### src/rtl/store_narrow_buffer_pkg.sv
// Shared definitions for the store narrowing buffer: size encodings and word geometry.
package store_narrow_buffer_pkg;

    // Store size field as presented by the MEM stage
    typedef enum logic [1:0] {
        SZ_BYTE = 2'b00,
        SZ_HALF = 2'b01,
        SZ_WORD = 2'b10,
        SZ_ILL  = 2'b11
    } st_size_e;

    localparam int unsigned WORD_W = 32;
    localparam int unsigned BE_W   = WORD_W / 8;

    // Byte enables for a halfword: upper or lower pair of lanes
    function automatic logic [BE_W-1:0] half_be(input logic upper);
        return upper ? 4'b1100 : 4'b0011;
    endfunction

endpackage

### src/rtl/store_narrow_buffer_if.sv
// Store-request and data-memory write-port bundle for the store narrowing buffer.
interface store_narrow_buffer_if #(
    parameter int unsigned DEPTH  = 4,
    parameter int unsigned ADDR_W = 32
);
    localparam int unsigned CNT_W = $clog2(DEPTH) + 1;

    // Pipeline side
    logic              st_valid_i;
    logic              st_ready_o;
    logic [1:0]        st_size_i;
    logic [ADDR_W-1:0] st_addr_i;
    logic [31:0]       st_data_i;

    // Memory side
    logic              mem_valid_o;
    logic              mem_ready_i;
    logic [ADDR_W-1:0] mem_addr_o;
    logic [31:0]       mem_wdata_o;
    logic [3:0]        mem_be_o;

    // Status
    logic              misalign_o;
    logic [CNT_W-1:0]  count_o;

    // Pipeline/memory environment driving the buffer
    modport master (
        output st_valid_i, st_size_i, st_addr_i, st_data_i, mem_ready_i,
        input  st_ready_o, mem_valid_o, mem_addr_o, mem_wdata_o, mem_be_o, misalign_o, count_o
    );

    // The buffer itself
    modport slave (
        input  st_valid_i, st_size_i, st_addr_i, st_data_i, mem_ready_i,
        output st_ready_o, mem_valid_o, mem_addr_o, mem_wdata_o, mem_be_o, misalign_o, count_o
    );

endinterface

### src/rtl/store_narrow_buffer_lane.sv
// Combinational lane encoder: replicates narrow store data onto all byte lanes and
// selects the byte enables from size and low address bits; flags misaligned/illegal stores.
module store_lane_encode
    import store_narrow_buffer_pkg::*;
(
    input  logic [1:0]        size,
    input  logic [1:0]        addr_lo,
    input  logic [WORD_W-1:0] data,
    output logic [WORD_W-1:0] wdata,
    output logic [BE_W-1:0]   be,
    output logic              illegal
);

    st_size_e sz;
    assign sz = st_size_e'(size);

    // Decode size into replicated data, lane enables and legality
    always_comb begin
        wdata   = '0;
        be      = '0;
        illegal = 1'b0;
        unique case (sz)
            SZ_BYTE: begin
                wdata = {4{data[7:0]}};
                be    = 4'b0001 << addr_lo;
            end
            SZ_HALF: begin
                wdata   = {2{data[15:0]}};
                be      = half_be(addr_lo[1]);
                illegal = addr_lo[0];
            end
            SZ_WORD: begin
                wdata   = data;
                be      = 4'b1111;
                illegal = (addr_lo != 2'b00);
            end
            SZ_ILL: begin
                illegal = 1'b1;
            end
            default: begin
                illegal = 1'b1;
            end
        endcase
    end

endmodule

### src/rtl/store_narrow_buffer.sv
// Store narrowing buffer: encodes MEM-stage stores into lane-replicated word writes and
// queues them in a DEPTH-entry FIFO toward the data-memory write port.
module store_narrow_buffer
    import store_narrow_buffer_pkg::*;
#(
    parameter int unsigned DEPTH  = 4,
    parameter int unsigned ADDR_W = 32
) (
    input  logic                 clk_i,
    input  logic                 rst_i,
    store_narrow_buffer_if.slave bus
);

    localparam int unsigned PTR_W = $clog2(DEPTH);
    localparam int unsigned CNT_W = PTR_W + 1;

    logic [ADDR_W-1:0] addr_q  [DEPTH];
    logic [WORD_W-1:0] wdata_q [DEPTH];
    logic [BE_W-1:0]   be_q    [DEPTH];

    logic [PTR_W-1:0]  wr_ptr_q, wr_ptr_d;
    logic [PTR_W-1:0]  rd_ptr_q, rd_ptr_d;
    logic [CNT_W-1:0]  count_q, count_d;
    logic              misalign_q, misalign_d;

    logic [WORD_W-1:0] enc_wdata;
    logic [BE_W-1:0]   enc_be;
    logic              enc_illegal;
    logic [ADDR_W-1:0] addr_word;

    logic              empty;
    logic              ready;
    logic              accept;
    logic              push;
    logic              pop;

    store_lane_encode u_lane_encode (
        .size    (bus.st_size_i),
        .addr_lo (bus.st_addr_i[1:0]),
        .data    (bus.st_data_i),
        .wdata   (enc_wdata),
        .be      (enc_be),
        .illegal (enc_illegal)
    );

    assign addr_word = {bus.st_addr_i[ADDR_W-1:2], 2'b00};

    // Handshake qualification; ready depends on registered occupancy only
    always_comb begin
        empty  = (count_q == '0);
        ready  = (count_q < CNT_W'(DEPTH));
        accept = bus.st_valid_i && ready;
        // Illegal stores complete the handshake but never enter the queue
        push   = accept && !enc_illegal;
        pop    = !empty && bus.mem_ready_i;
    end

    // Next-state for pointers, occupancy and the misalign pulse
    always_comb begin
        wr_ptr_d   = push ? wr_ptr_q + PTR_W'(1) : wr_ptr_q;
        rd_ptr_d   = pop  ? rd_ptr_q + PTR_W'(1) : rd_ptr_q;
        count_d    = count_q;
        if (push && !pop) begin
            count_d = count_q + CNT_W'(1);
        end else if (pop && !push) begin
            count_d = count_q - CNT_W'(1);
        end
        misalign_d = accept && enc_illegal;
    end

    // Control state registers
    always_ff @(posedge clk_i or negedge rst_i) begin
        if (!rst_i) begin
            wr_ptr_q   <= '0;
            rd_ptr_q   <= '0;
            count_q    <= '0;
            misalign_q <= 1'b0;
        end else begin
            wr_ptr_q   <= wr_ptr_d;
            rd_ptr_q   <= rd_ptr_d;
            count_q    <= count_d;
            misalign_q <= misalign_d;
        end
    end

    // Queue storage; cleared on reset so the idle memory port shows zeros
    always_ff @(posedge clk_i or negedge rst_i) begin
        if (!rst_i) begin
            for (int i = 0; i < int'(DEPTH); i++) begin
                addr_q[i]  <= '0;
                wdata_q[i] <= '0;
                be_q[i]    <= '0;
            end
        end else if (push) begin
            addr_q[wr_ptr_q]  <= addr_word;
            wdata_q[wr_ptr_q] <= enc_wdata;
            be_q[wr_ptr_q]    <= enc_be;
        end
    end

    assign bus.st_ready_o  = ready;
    assign bus.mem_valid_o = !empty;
    assign bus.mem_addr_o  = addr_q[rd_ptr_q];
    assign bus.mem_wdata_o = wdata_q[rd_ptr_q];
    assign bus.mem_be_o    = be_q[rd_ptr_q];
    assign bus.misalign_o  = misalign_q;
    assign bus.count_o     = count_q;

endmodule

### src/flat_wrapper.sv
// flat-port wrapper written by rule: the top's interface ports become plain ports
module store_narrow_buffer_flat import store_narrow_buffer_pkg::*;
#(
    parameter int unsigned DEPTH  = 4,
    parameter int unsigned ADDR_W = 32
)
  (clk_i, rst_i, bus_st_valid_i, bus_st_size_i, bus_st_addr_i, bus_st_data_i, bus_mem_ready_i, bus_st_ready_o, bus_mem_valid_o, bus_mem_addr_o, bus_mem_wdata_o, bus_mem_be_o, bus_misalign_o, bus_count_o);
  store_narrow_buffer_if #(.DEPTH(DEPTH), .ADDR_W(ADDR_W)) bus_i ();
  input  logic clk_i;
  input  logic rst_i;
  input wire logic [$bits(bus_i.st_valid_i)-1:0] bus_st_valid_i;
  input wire logic [$bits(bus_i.st_size_i)-1:0] bus_st_size_i;
  input wire logic [$bits(bus_i.st_addr_i)-1:0] bus_st_addr_i;
  input wire logic [$bits(bus_i.st_data_i)-1:0] bus_st_data_i;
  input wire logic [$bits(bus_i.mem_ready_i)-1:0] bus_mem_ready_i;
  output wire logic [$bits(bus_i.st_ready_o)-1:0] bus_st_ready_o;
  output wire logic [$bits(bus_i.mem_valid_o)-1:0] bus_mem_valid_o;
  output wire logic [$bits(bus_i.mem_addr_o)-1:0] bus_mem_addr_o;
  output wire logic [$bits(bus_i.mem_wdata_o)-1:0] bus_mem_wdata_o;
  output wire logic [$bits(bus_i.mem_be_o)-1:0] bus_mem_be_o;
  output wire logic [$bits(bus_i.misalign_o)-1:0] bus_misalign_o;
  output wire logic [$bits(bus_i.count_o)-1:0] bus_count_o;
  assign bus_i.st_valid_i = bus_st_valid_i;
  assign bus_i.st_size_i = bus_st_size_i;
  assign bus_i.st_addr_i = bus_st_addr_i;
  assign bus_i.st_data_i = bus_st_data_i;
  assign bus_i.mem_ready_i = bus_mem_ready_i;
  assign bus_st_ready_o = bus_i.st_ready_o;
  assign bus_mem_valid_o = bus_i.mem_valid_o;
  assign bus_mem_addr_o = bus_i.mem_addr_o;
  assign bus_mem_wdata_o = bus_i.mem_wdata_o;
  assign bus_mem_be_o = bus_i.mem_be_o;
  assign bus_misalign_o = bus_i.misalign_o;
  assign bus_count_o = bus_i.count_o;
  store_narrow_buffer #(.DEPTH(DEPTH), .ADDR_W(ADDR_W)) u_core (.clk_i(clk_i), .rst_i(rst_i), .bus(bus_i));
endmodule
### config.mk
export PLATFORM = sky130hd
export DESIGN_NAME = store_narrow_buffer_flat
export DESIGN_NICKNAME = d
export VERILOG_FILES = /design/src/rtl/store_narrow_buffer_pkg.sv /design/src/rtl/store_narrow_buffer_if.sv /design/src/rtl/store_narrow_buffer_lane.sv /design/src/rtl/store_narrow_buffer.sv /design/src/flat_wrapper.sv
export SDC_FILE = /design/constraint.sdc
export NUM_CORES = 1
export LEC_CHECK = 0
export ABC_AREA = 1
export BUFFER_PORTS_ARGS = -buffer_cell sky130_fd_sc_hd__buf_2
export CAP_MARGIN = 10
export CORE_ASPECT_RATIO = 0.6
export CORE_MARGIN = 1
export CORE_UTILIZATION = 55
export DETAILED_ROUTE_END_ITERATION = 8
export HOLD_SLACK_MARGIN = 0.02
export PLACE_DENSITY_LB_ADDON = 0.25
export RECOVER_POWER = 25
export SLEW_MARGIN = 15
export SYNTH_ARGS = -nofsm -noshare
export SYNTH_HDL_FRONTEND = slang
export SYNTH_SLANG_ARGS = --single-unit
### constraint.sdc
create_clock -name clk_i -period 2.61 [get_ports clk_i]
set_input_delay 0.3915 -clock clk_i [delete_from_list [all_inputs] [get_ports clk_i]]
set_output_delay 0.3915 -clock clk_i [all_outputs]
set_load 0.01 [all_outputs]
==> report_table.html, run 1 <==
<table>
<tr><th>Metric</th><th>Value</th></tr>
<tr><th colspan="2">Power and ir drop</th></tr>
<tr><td>Power density of the placed cells</td><td>1301 nW/µm²</td></tr>
<tr><td>Standby leakage power</td><td>7.836 nW</td></tr>
<tr><td>Peak supply drop</td><td>0.8436 mV</td></tr>
<tr><th colspan="2">Clock tree</th></tr>
<tr><td>Clock edge transition at the registers on the reported setup and hold paths</td><td>0.06 ns</td></tr>
<tr><td>Clock buffers created by TritonCTS</td><td>26</td></tr>
<tr><td>Number of buffers between clock root and the deepest sink</td><td>3</td></tr>
<tr><td>Cell chosen for the clock root</td><td>clkbuf_16</td></tr>
<tr><td>Buffer count from post-CTS setup fixing</td><td>0</td></tr>
<tr><td>Maximum level of the CTS H-tree</td><td>1</td></tr>
<tr><td>Source-to-sink clock delay at the later pin of the worst-skew pair</td><td>0.54 ns</td></tr>
<tr><td>Clock tree from TritonCTS</td><td>yes</td></tr>
<tr><td>Clock Sink Count</td><td>272</td></tr>
<tr><th colspan="2">Synth</th></tr>
<tr><td>Number of cells produced by synthesis</td><td>1669</td></tr>
<tr><td>Part of the Yosys area used for sequential elements</td><td>52.14%</td></tr>
<tr><td>Largest cells by area after synthesis</td><td>dfrtp_1 (52%), nand2_1 (16%), nand3_1 (12%)</td></tr>
<tr><td>Count leader, synth</td><td>nand2_1</td></tr>
<tr><td>Mean instance size in the synthesized netlist</td><td>7.821 µm²</td></tr>
<tr><td>Netlist area before placement</td><td>13050 µm²</td></tr>
<tr><td>Warnings from Yosys</td><td>0</td></tr>
<tr><td>Count of unique library cells instantiated by Yosys</td><td>24</td></tr>
<tr><td>Seq cells post-synth</td><td>272</td></tr>
<tr><td>Biggest area consumer among synthesized cells</td><td>dfrtp_1</td></tr>
<tr><td>Area share of the largest cell type after synthesis</td><td>52.14%</td></tr>
<tr><td>Main flop type after synthesis</td><td>dfrtp_1</td></tr>
<tr><td>Number of flops mapped to enable cells by yosys</td><td>0</td></tr>
<tr><td>Post-synthesis async set-or-reset flop share</td><td>100.0%</td></tr>
<tr><td>Post-synth top cells</td><td>nand2_1 (551), nand3_1 (313), dfrtp_1 (272)</td></tr>
<tr><th colspan="2">Routing</th></tr>
<tr><td>Via-per-instance ratio</td><td>5.951</td></tr>
<tr><td>DRC violation count after routing</td><td>0</td></tr>
<tr><td>Antenna-violating nets left</td><td>0</td></tr>
<tr><td>Routed wire per std cell</td><td>19.05 µm</td></tr>
<tr><td>Via Count</td><td>12379</td></tr>
<tr><td>Wirelength, routed</td><td>39.62 mm</td></tr>
<tr><td>Number of DRC violations after detailed-routing iteration 0</td><td>1325</td></tr>
<tr><td>Iteration count of the initial detailed-routing pass</td><td>5</td></tr>
<tr><th colspan="2">Global routing</th></tr>
<tr><td>Antenna violations before repair</td><td>0</td></tr>
<tr><td>Tot GR Track Use</td><td>32.96%</td></tr>
<tr><td>Wire length of the first global-routing pass</td><td>63.69 mm</td></tr>
<tr><td>Total congestion overflow</td><td>0</td></tr>
<tr><td>Via count of the first global-routing pass</td><td>11914</td></tr>
<tr><td>Pin count of the biggest net entering global routing</td><td>139</td></tr>
<tr><th colspan="2">Critical path</th></tr>
<tr><td>Nature of the critical path startpoint</td><td>flop</td></tr>
<tr><td>Cell type group with the largest total delay on the critical path</td><td>flip-flops</td></tr>
<tr><td>Critical path required time</td><td>2.22 ns</td></tr>
<tr><td>Crit path largest cell delay</td><td>0.63 ns</td></tr>
<tr><td>Maximum fanout along the worst path</td><td>36</td></tr>
<tr><td>Arrival time reported for the critical path endpoint</td><td>2.17 ns</td></tr>
<tr><td>Sort of element at the end of the critical path</td><td>output pin</td></tr>
<tr><td>Critical path type</td><td>reg2out</td></tr>
<tr><td>Critical Path Slowest Stage Cell</td><td>dfrtp_4</td></tr>
<tr><td>Ordered cell list for the critical path</td><td>inv_2 &gt; buf_12 &gt; o21ai_0 &gt; o22ai_1 &gt; buf_2</td></tr>
<tr><td>Worst Path Buf+Inv</td><td>3</td></tr>
<tr><th colspan="2">Layout</th></tr>
<tr><td>Count of inserted antenna diode cells</td><td>0</td></tr>
<tr><td>Layout Cell Area excl Fill</td><td>14840 µm²</td></tr>
<tr><td>Proportion of layout cells with a drive suffix above 1</td><td>13.14%</td></tr>
<tr><td>Combined flip-flop and latch cell area</td><td>6814 µm²</td></tr>
<tr><td>Area occupied by multi-input gates</td><td>5544 µm²</td></tr>
<tr><td>Layout overhead on the synthesized area</td><td>13.65%</td></tr>
<tr><td>Layout fillers</td><td>2015</td></tr>
<tr><td>Final net count</td><td>1825</td></tr>
<tr><th colspan="2">Floorplan</th></tr>
<tr><td>Initial core utilization</td><td>56.29%</td></tr>
<tr><td>Core area</td><td>23190 µm²</td></tr>
<tr><td>Die width</td><td>200.9 µm</td></tr>
<tr><td>Die Area</td><td>24380 µm²</td></tr>
<tr><td>Vertical die dimension</td><td>121.3 µm</td></tr>
<tr><td>Number of rows in the core area</td><td>43</td></tr>
<tr><td>Io pins</td><td>144</td></tr>
<tr><th colspan="2">Place</th></tr>
<tr><td>Sum of net half-perimeters after detailed placement</td><td>22.67 mm</td></tr>
<tr><td>Placement Cell Area</td><td>14060 µm²</td></tr>
<tr><td>Weighted congestion reported at the end of routability-driven placement</td><td>0.9143</td></tr>
<tr><td>Number of port buffers</td><td>141</td></tr>
<tr><th colspan="2">STA</th></tr>
<tr><td>Normalized max-slew margin</td><td>25.55%</td></tr>
<tr><td>Final hold slack</td><td>0.1277 ns</td></tr>
<tr><td>Final count of negative-setup-slack endpoints</td><td>0</td></tr>
<tr><td>Final critical path time including I/O delays and setup</td><td>2.562 ns</td></tr>
<tr><td>RSZ-0062 raised after global routing</td><td>no</td></tr>
<tr><td>Hold Vio Cnt, Final</td><td>0</td></tr>
<tr><td>Number of slew-limit violations in the final report</td><td>0</td></tr>
<tr><td>Final period util</td><td>98.14%</td></tr>
<tr><td>Transition time at the pin with the least slew margin</td><td>1.117 ns</td></tr>
<tr><td>Peak clock frequency supported by timing</td><td>0.3904 GHz</td></tr>
<tr><td>Fin Setup TNS</td><td>0 ns</td></tr>
<tr><td>Clock tree skew after final layout</td><td>0.01138 ns</td></tr>
<tr><th colspan="2">Run status</th></tr>
<tr><td>Run status</td><td>finished, final reports clean</td></tr>
<tr><th colspan="2">Run</th></tr>
<tr><td>Max-cap viol count</td><td>0</td></tr>
<tr><th colspan="2">Hold path</th></tr>
<tr><td>Worst min-delay path category</td><td>in2reg</td></tr>
</table>
==> through the flow <==
stage                     power [mW]  util, %  cells  worst slack, ns
after floorplan                12.16        -   1670           0.4930
after global placement         15.28    60.63   2035           0.3081
after detailed placement       15.46    60.63   2035           0.2506
after CTS                      19.21    64.11   2080          0.01575
after global routing           20.62    63.98   2080         0.001881
final                          19.31    63.98   2080          0.04846
==> power by group <==
part,leakage (nW),switching [mW],internal [mW]
clock,0.389,1.60,2.08
sequential,3.54,1.08,6.05
combinational,3.90,5.47,3.04
total,7.84,8.14,11.2
==> registers in the layout, summed over array words and instances, names as in the netlist <==
signal,flops
u_core.wdata_q,128
u_core.addr_q,120
u_core.be_q,16
u_core.bus.count_o,3
u_core.rd_ptr_q,2
u_core.wr_ptr_q,2
u_core.bus.misalign_o,1
==> what timing repair did <==
action                                  in CTS  in global routing
gates resized for setup                      0                  4
hold endpoints to repair                    58                  0
endpoints found under the setup margin       0                  6
hold buffers                                 1                  0
==> cell type report <==
cell class / count / share of cell area, %
clock buffer: 41 / 5.111
clock inverter: 3 / 0.2699
inverter: 19 / 0.4976
multi-input combinational: 1243 / 37.37
sequential: 272 / 45.93
tap: 315 / 2.657
timing repair buffer: 187 / 8.164
==> cell usage in the layout (no fill, tap or decap), drive strengths merged <==
cell         count
nand4            4
a21oi            3
nand2          551
bufinv           1
clkinv           3
o22ai           66
buf            181
dfrtp          272
inv             18
nor2           147
clkbuf          46
nand3          313
xnor2            1
fa               1
o21ai          147
ha               5
xor2             3
conb             2
dlygate4sd3      1
==> path summary, 6_finish.rpt <==
path                                  startpoint  slack, ns  cells after the start                  to
setup / recovery              u_core.rd_ptr_q[1]       0.05                      5     bus_mem_be_o[0]
hold / removal                 bus_st_addr_i[23]       0.13                      3   u_core.addr_q[55]
setup reg to reg           u_core.bus.count_o[2]       0.35                      7   u_core.addr_q[13]
hold reg to reg               u_core.wdata_q[89]       0.47                      2  u_core.wdata_q[89]
max in group asynchronous                  rst_i       0.73                      3   u_core.addr_q[15]
min in group asynchronous                  rst_i       0.39                      2  u_core.wdata_q[56]
==> cell families after synthesis <==
logic type / Yosys count / share of synthesized area, %
other: 1 / 0.02873
adder cells (fa/ha/maj): 6 / 0.6326
buffers and inverters: 155 / 5.636
XOR/XNOR: 4 / 0.2684
flip-flops: 272 / 52.14
AO/OA/AOI/OAI: 216 / 8.972
AND/OR/NAND/NOR: 1015 / 32.32
==> layer usage <==
layer	GRT usage, %	up-vias	share of wire [%]
li1	-	5666	-
met1	47.87	5996	43
met2	50.63	658	45
met3	6.660	59	10
met4	8.540	0	1.6
met5	0	-	0
==> worst min-delay path, stage by stage <==
cell and delay [ns]:
buf_2 0.12, nand3_1 0.08, nand2_1 0.05
Power figures use the tool's default switching activity.
==> run 2: changes to the inputs <==
--- a/config.mk
+++ b/config.mk
@@ -15,5 +15,4 @@
 export HOLD_SLACK_MARGIN = 0.02
 export PLACE_DENSITY_LB_ADDON = 0.25
-export RECOVER_POWER = 25
 export SLEW_MARGIN = 15
 export SYNTH_ARGS = -nofsm -noshare
==> constraint.sdc (replaced) <==
create_clock -name clk_i -period 2.61 [get_ports clk_i]
set_input_delay 0.3915 -clock clk_i [delete_from_list [all_inputs] [get_ports clk_i]]
set_output_delay 0.3915 -clock clk_i [all_outputs]
set_load 0.1 [all_outputs]
==> run 2 against run 1 <==
  * Sequential share of layout area fell by 3.8 points
  * Non-clock buffer count fell by 13
  * Largest cell class unchanged
  * Die area did not move
  * Cell count fell by 0.43%
  * Critical endpoint is now bus_mem_addr_o[6]
  * Core utilization rose by 5.7 points
  * Global-route usage fell by 0.31 points
  * Via count rose by 2.1%
  * Clock skew fell by 0.0045 ns
  * Design area rose by 9.0%
  * Maximum frequency rose by 0.35%
  * Register-to-register slack improved by 0.02 ns
  * Critical path depth did not move
==> report_table.html, run 2 (same netlist as run 1, synthesis figures left out) <==
<table>
<tr><th>Metric</th><th>Value</th></tr>
<tr><th colspan="2">Run status</th></tr>
<tr><td>Run status</td><td>finished, final reports clean</td></tr>
<tr><th colspan="2">STA</th></tr>
<tr><td>Final critical path time including I/O delays and setup</td><td>2.553 ns (-0.008852 ns)</td></tr>
<tr><td>Hold Vio Cnt, Final</td><td>0 (unchanged)</td></tr>
<tr><td>Final period util</td><td>97.80% (-0.34 points)</td></tr>
<tr><td>Fin Setup TNS</td><td>0 ns (unchanged)</td></tr>
<tr><td>Transition time at the pin with the least slew margin</td><td>1.123 ns (+0.005942 ns)</td></tr>
<tr><td>Final count of negative-setup-slack endpoints</td><td>0 (unchanged)</td></tr>
<tr><td>RSZ-0062 raised after global routing</td><td>yes</td></tr>
<tr><td>Clock tree skew after final layout</td><td>0.006923 ns (-0.004456 ns)</td></tr>
<tr><td>Number of slew-limit violations in the final report</td><td>0 (unchanged)</td></tr>
<tr><td>Peak clock frequency supported by timing</td><td>0.3917 GHz (+0.35%)</td></tr>
<tr><td>Normalized max-slew margin</td><td>25.15% (-0.40 points)</td></tr>
<tr><th colspan="2">Hold path</th></tr>
<tr><td>Worst min-delay path category</td><td>in2reg</td></tr>
<tr><th colspan="2">Layout</th></tr>
<tr><td>Area occupied by multi-input gates</td><td>5943 µm² (+7.2%)</td></tr>
<tr><td>Combined flip-flop and latch cell area</td><td>6818 µm² (about the same)</td></tr>
<tr><td>Register containing the most flip-flops in the final layout</td><td>u_core.wdata_q</td></tr>
<tr><td>Final net count</td><td>1811 (-0.77%)</td></tr>
<tr><td>Proportion of layout cells with a drive suffix above 1</td><td>17.00% (+3.9 points)</td></tr>
<tr><td>Most common library cell in the layout ignoring fill and taps</td><td>nand2_1</td></tr>
<tr><td>Layout overhead on the synthesized area</td><td>23.84%</td></tr>
<tr><td>Largest registers</td><td>u_core.wdata_q: 128 flops, u_core.addr_q: 120 flops, u_core.be_q: 16 flops</td></tr>
<tr><td>Highest-count cells in the layout ignoring fill and taps</td><td>nand2_1 (549), nand3_1 (313), dfrtp_1 (267), nor2_1 (146), o21ai_0 (141)</td></tr>
<tr><td>Number of flip-flops under the largest register name</td><td>128 (unchanged)</td></tr>
<tr><td>Number of cells in the finished layout apart from fillers</td><td>2071 (-0.43%)</td></tr>
<tr><td>Layout fillers</td><td>1819 (-9.7%)</td></tr>
<tr><th colspan="2">Critical path</th></tr>
<tr><td>Critical path type</td><td>reg2out</td></tr>
<tr><td>Cell type group with the largest total delay on the critical path</td><td>buffers and inverters</td></tr>
<tr><td>CP most frequent cell</td><td>buf_12</td></tr>
<tr><td>Crit path largest cell delay</td><td>0.54 ns (-0.09 ns)</td></tr>
<tr><td>Critical path required time</td><td>2.22 ns (about the same)</td></tr>
<tr><td>Maximum fanout along the worst path</td><td>38 (+5.6%)</td></tr>
<tr><td>Nature of the critical path startpoint</td><td>flop</td></tr>
<tr><td>Arrival time reported for the critical path endpoint</td><td>2.16 ns (about the same)</td></tr>
<tr><td>Sort of element at the end of the critical path</td><td>output pin</td></tr>
<tr><td>Critical Path Slowest Stage Cell</td><td>dfrtp_2</td></tr>
<tr><td>Ordered cell list for the critical path</td><td>inv_4 &gt; buf_12 &gt; o21ai_0 &gt; o22ai_2 &gt; buf_12</td></tr>
<tr><td>Worst Path Buf+Inv</td><td>3 (unchanged)</td></tr>
<tr><th colspan="2">Global routing</th></tr>
<tr><td>Wire length of the first global-routing pass</td><td>64.07 mm (+0.59%)</td></tr>
<tr><td>Pin count of the biggest net entering global routing</td><td>268 (+93%)</td></tr>
<tr><td>Tot GR Track Use</td><td>32.64% (-0.31 points)</td></tr>
<tr><td>Antenna violations before repair</td><td>3 (+3)</td></tr>
<tr><td>Via count of the first global-routing pass</td><td>12063 (+1.3%)</td></tr>
<tr><td>Total congestion overflow</td><td>0 (unchanged)</td></tr>
<tr><th colspan="2">Clock tree</th></tr>
<tr><td>Source-to-sink clock delay at the later pin of the worst-skew pair</td><td>0.53 ns (about the same)</td></tr>
<tr><td>Maximum level of the CTS H-tree</td><td>1 (unchanged)</td></tr>
<tr><td>Clock buffers created by TritonCTS</td><td>25 (-3.8%)</td></tr>
<tr><td>Clock edge transition at the registers on the reported setup and hold paths</td><td>0.07 ns (about the same)</td></tr>
<tr><td>Clock Sink Count</td><td>272 (unchanged)</td></tr>
<tr><td>Number of buffers between clock root and the deepest sink</td><td>3 (unchanged)</td></tr>
<tr><td>Cell chosen for the clock root</td><td>clkbuf_16</td></tr>
<tr><td>Buffer count from post-CTS setup fixing</td><td>0 (unchanged)</td></tr>
<tr><td>Clock tree from TritonCTS</td><td>yes</td></tr>
<tr><th colspan="2">Routing</th></tr>
<tr><td>Via-per-instance ratio</td><td>6.100 (+2.5%)</td></tr>
<tr><td>Antenna-violating nets left</td><td>0 (unchanged)</td></tr>
<tr><td>Via Count</td><td>12633 (+2.1%)</td></tr>
<tr><td>Wirelength, routed</td><td>39.45 mm (-0.43%)</td></tr>
<tr><td>Iteration count of the initial detailed-routing pass</td><td>6 (+1)</td></tr>
<tr><td>DRC violation count after routing</td><td>0 (unchanged)</td></tr>
<tr><td>Routed wire per std cell</td><td>19.05 µm (about the same)</td></tr>
<tr><td>Number of DRC violations after detailed-routing iteration 0</td><td>1689 (+27%)</td></tr>
<tr><th colspan="2">Place</th></tr>
<tr><td>Weighted congestion reported at the end of routability-driven placement</td><td>0.9099 (-0.48%)</td></tr>
<tr><td>Sum of net half-perimeters after detailed placement</td><td>22.89 mm (+0.96%)</td></tr>
<tr><td>Number of port buffers</td><td>141 (unchanged)</td></tr>
<tr><td>Placed Cells incl. Taps</td><td>2021 (-0.69%)</td></tr>
<tr><th colspan="2">Floorplan</th></tr>
<tr><td>Number of rows in the core area</td><td>43 (unchanged)</td></tr>
<tr><td>Die width</td><td>200.9 µm (unchanged)</td></tr>
<tr><td>Vertical die dimension</td><td>121.3 µm (unchanged)</td></tr>
<tr><td>Die Area</td><td>24380 µm² (unchanged)</td></tr>
<tr><td>Initial core utilization</td><td>56.29% (unchanged)</td></tr>
<tr><td>Core area</td><td>23190 µm² (unchanged)</td></tr>
<tr><td>Io pins</td><td>144 (unchanged)</td></tr>
<tr><th colspan="2">Run</th></tr>
<tr><td>Max-cap viol count</td><td>0 (unchanged)</td></tr>
</table>
## run 2: cell types whose count changed in the layout (fill, tap and decap cells not counted), sizes merged
cell,change
clkinvlp,+2
diode,+3
clkinv,+6
buf,-9
clkbuf,-11
## run 2: layer usage
| metal | vias up | routed length, µm | track usage (%) |
|---|---|---|---|
| met4 | 0 | 779 | 9.160 |
| met1 | 6219 | 16940 | 47.24 |
| met5 | - | 0 | 0 |
| met2 | 693 | 17760 | 50.13 |
| met3 | 71 | 3971 | 6.445 |
| li1 | 5650 | - | - |
## run 2: through the flow
stage | worst slack [ns] | hold WS, ns | util, % | instance area (µm²)
floorplan | -0.01836 | 0.09591 | - | 13490
global placement | 0.3632 | 0.3377 | 66.02 | 15310
detailed placement | 0.2816 | 0.3335 | 66.02 | 15310
CTS | 0.04784 | 0.1254 | 69.51 | 16120
global route | -0.008129 | 0.1360 | 69.71 | 16170
finish | 0.05731 | 0.1341 | 69.71 | 16170
## run 2: worst min-delay path, delay by kind of cell
kind                   cells  cell delay (ns)
and+or+nand+nor            2             0.13
buffers and inverters      1             0.11
## run 2: cell type report
type                            count  share of cell area [%]
Sequential cell                   272                   42.17
Clock buffer                       34                   4.389
Antenna cell                        3                 0.04644
Inverter                           19                  0.4954
Timing Repair Buffer              174                   13.16
Multi-Input combinational cell   1243                   36.76
Tap cell                          315                   2.438
Clock inverter                     11                  0.5341
## run 2: worst paths after layout
path | startpoint | to | slack [ns] | cells after the start
setup reg to reg | u_core.bus.count_o[2] | u_core.addr_q[49] | 0.37 | 6
max in group asynchronous | rst_i | u_core.wdata_q[90] | 1.51 | 3
min in group asynchronous | rst_i | u_core.wdata_q[22] | 0.37 | 2
hold / removal | bus_st_addr_i[19] | u_core.addr_q[19] | 0.13 | 3
hold reg to reg | u_core.addr_q[55] | u_core.addr_q[55] | 0.48 | 2
setup / recovery | u_core.rd_ptr_q[1] | bus_mem_addr_o[6] | 0.06 | 5
## run 2: repair_timing
| item | 4_1_cts | 5_1_grt |
|---|---|---|
| hold endpoints to repair | 46 | 0 |
| hold buffers | 1 | 0 |
| pin swaps | 0 | 0 |
| resized for setup | 1 | 3 |
| cloned | 0 | 1 |
| endpoints found under the setup margin | 6 | 8 |
Power of run 2 is left out: the tool's default activity adds up to more than one toggle a clock period on the data nets, which glitch-free logic cannot reach.
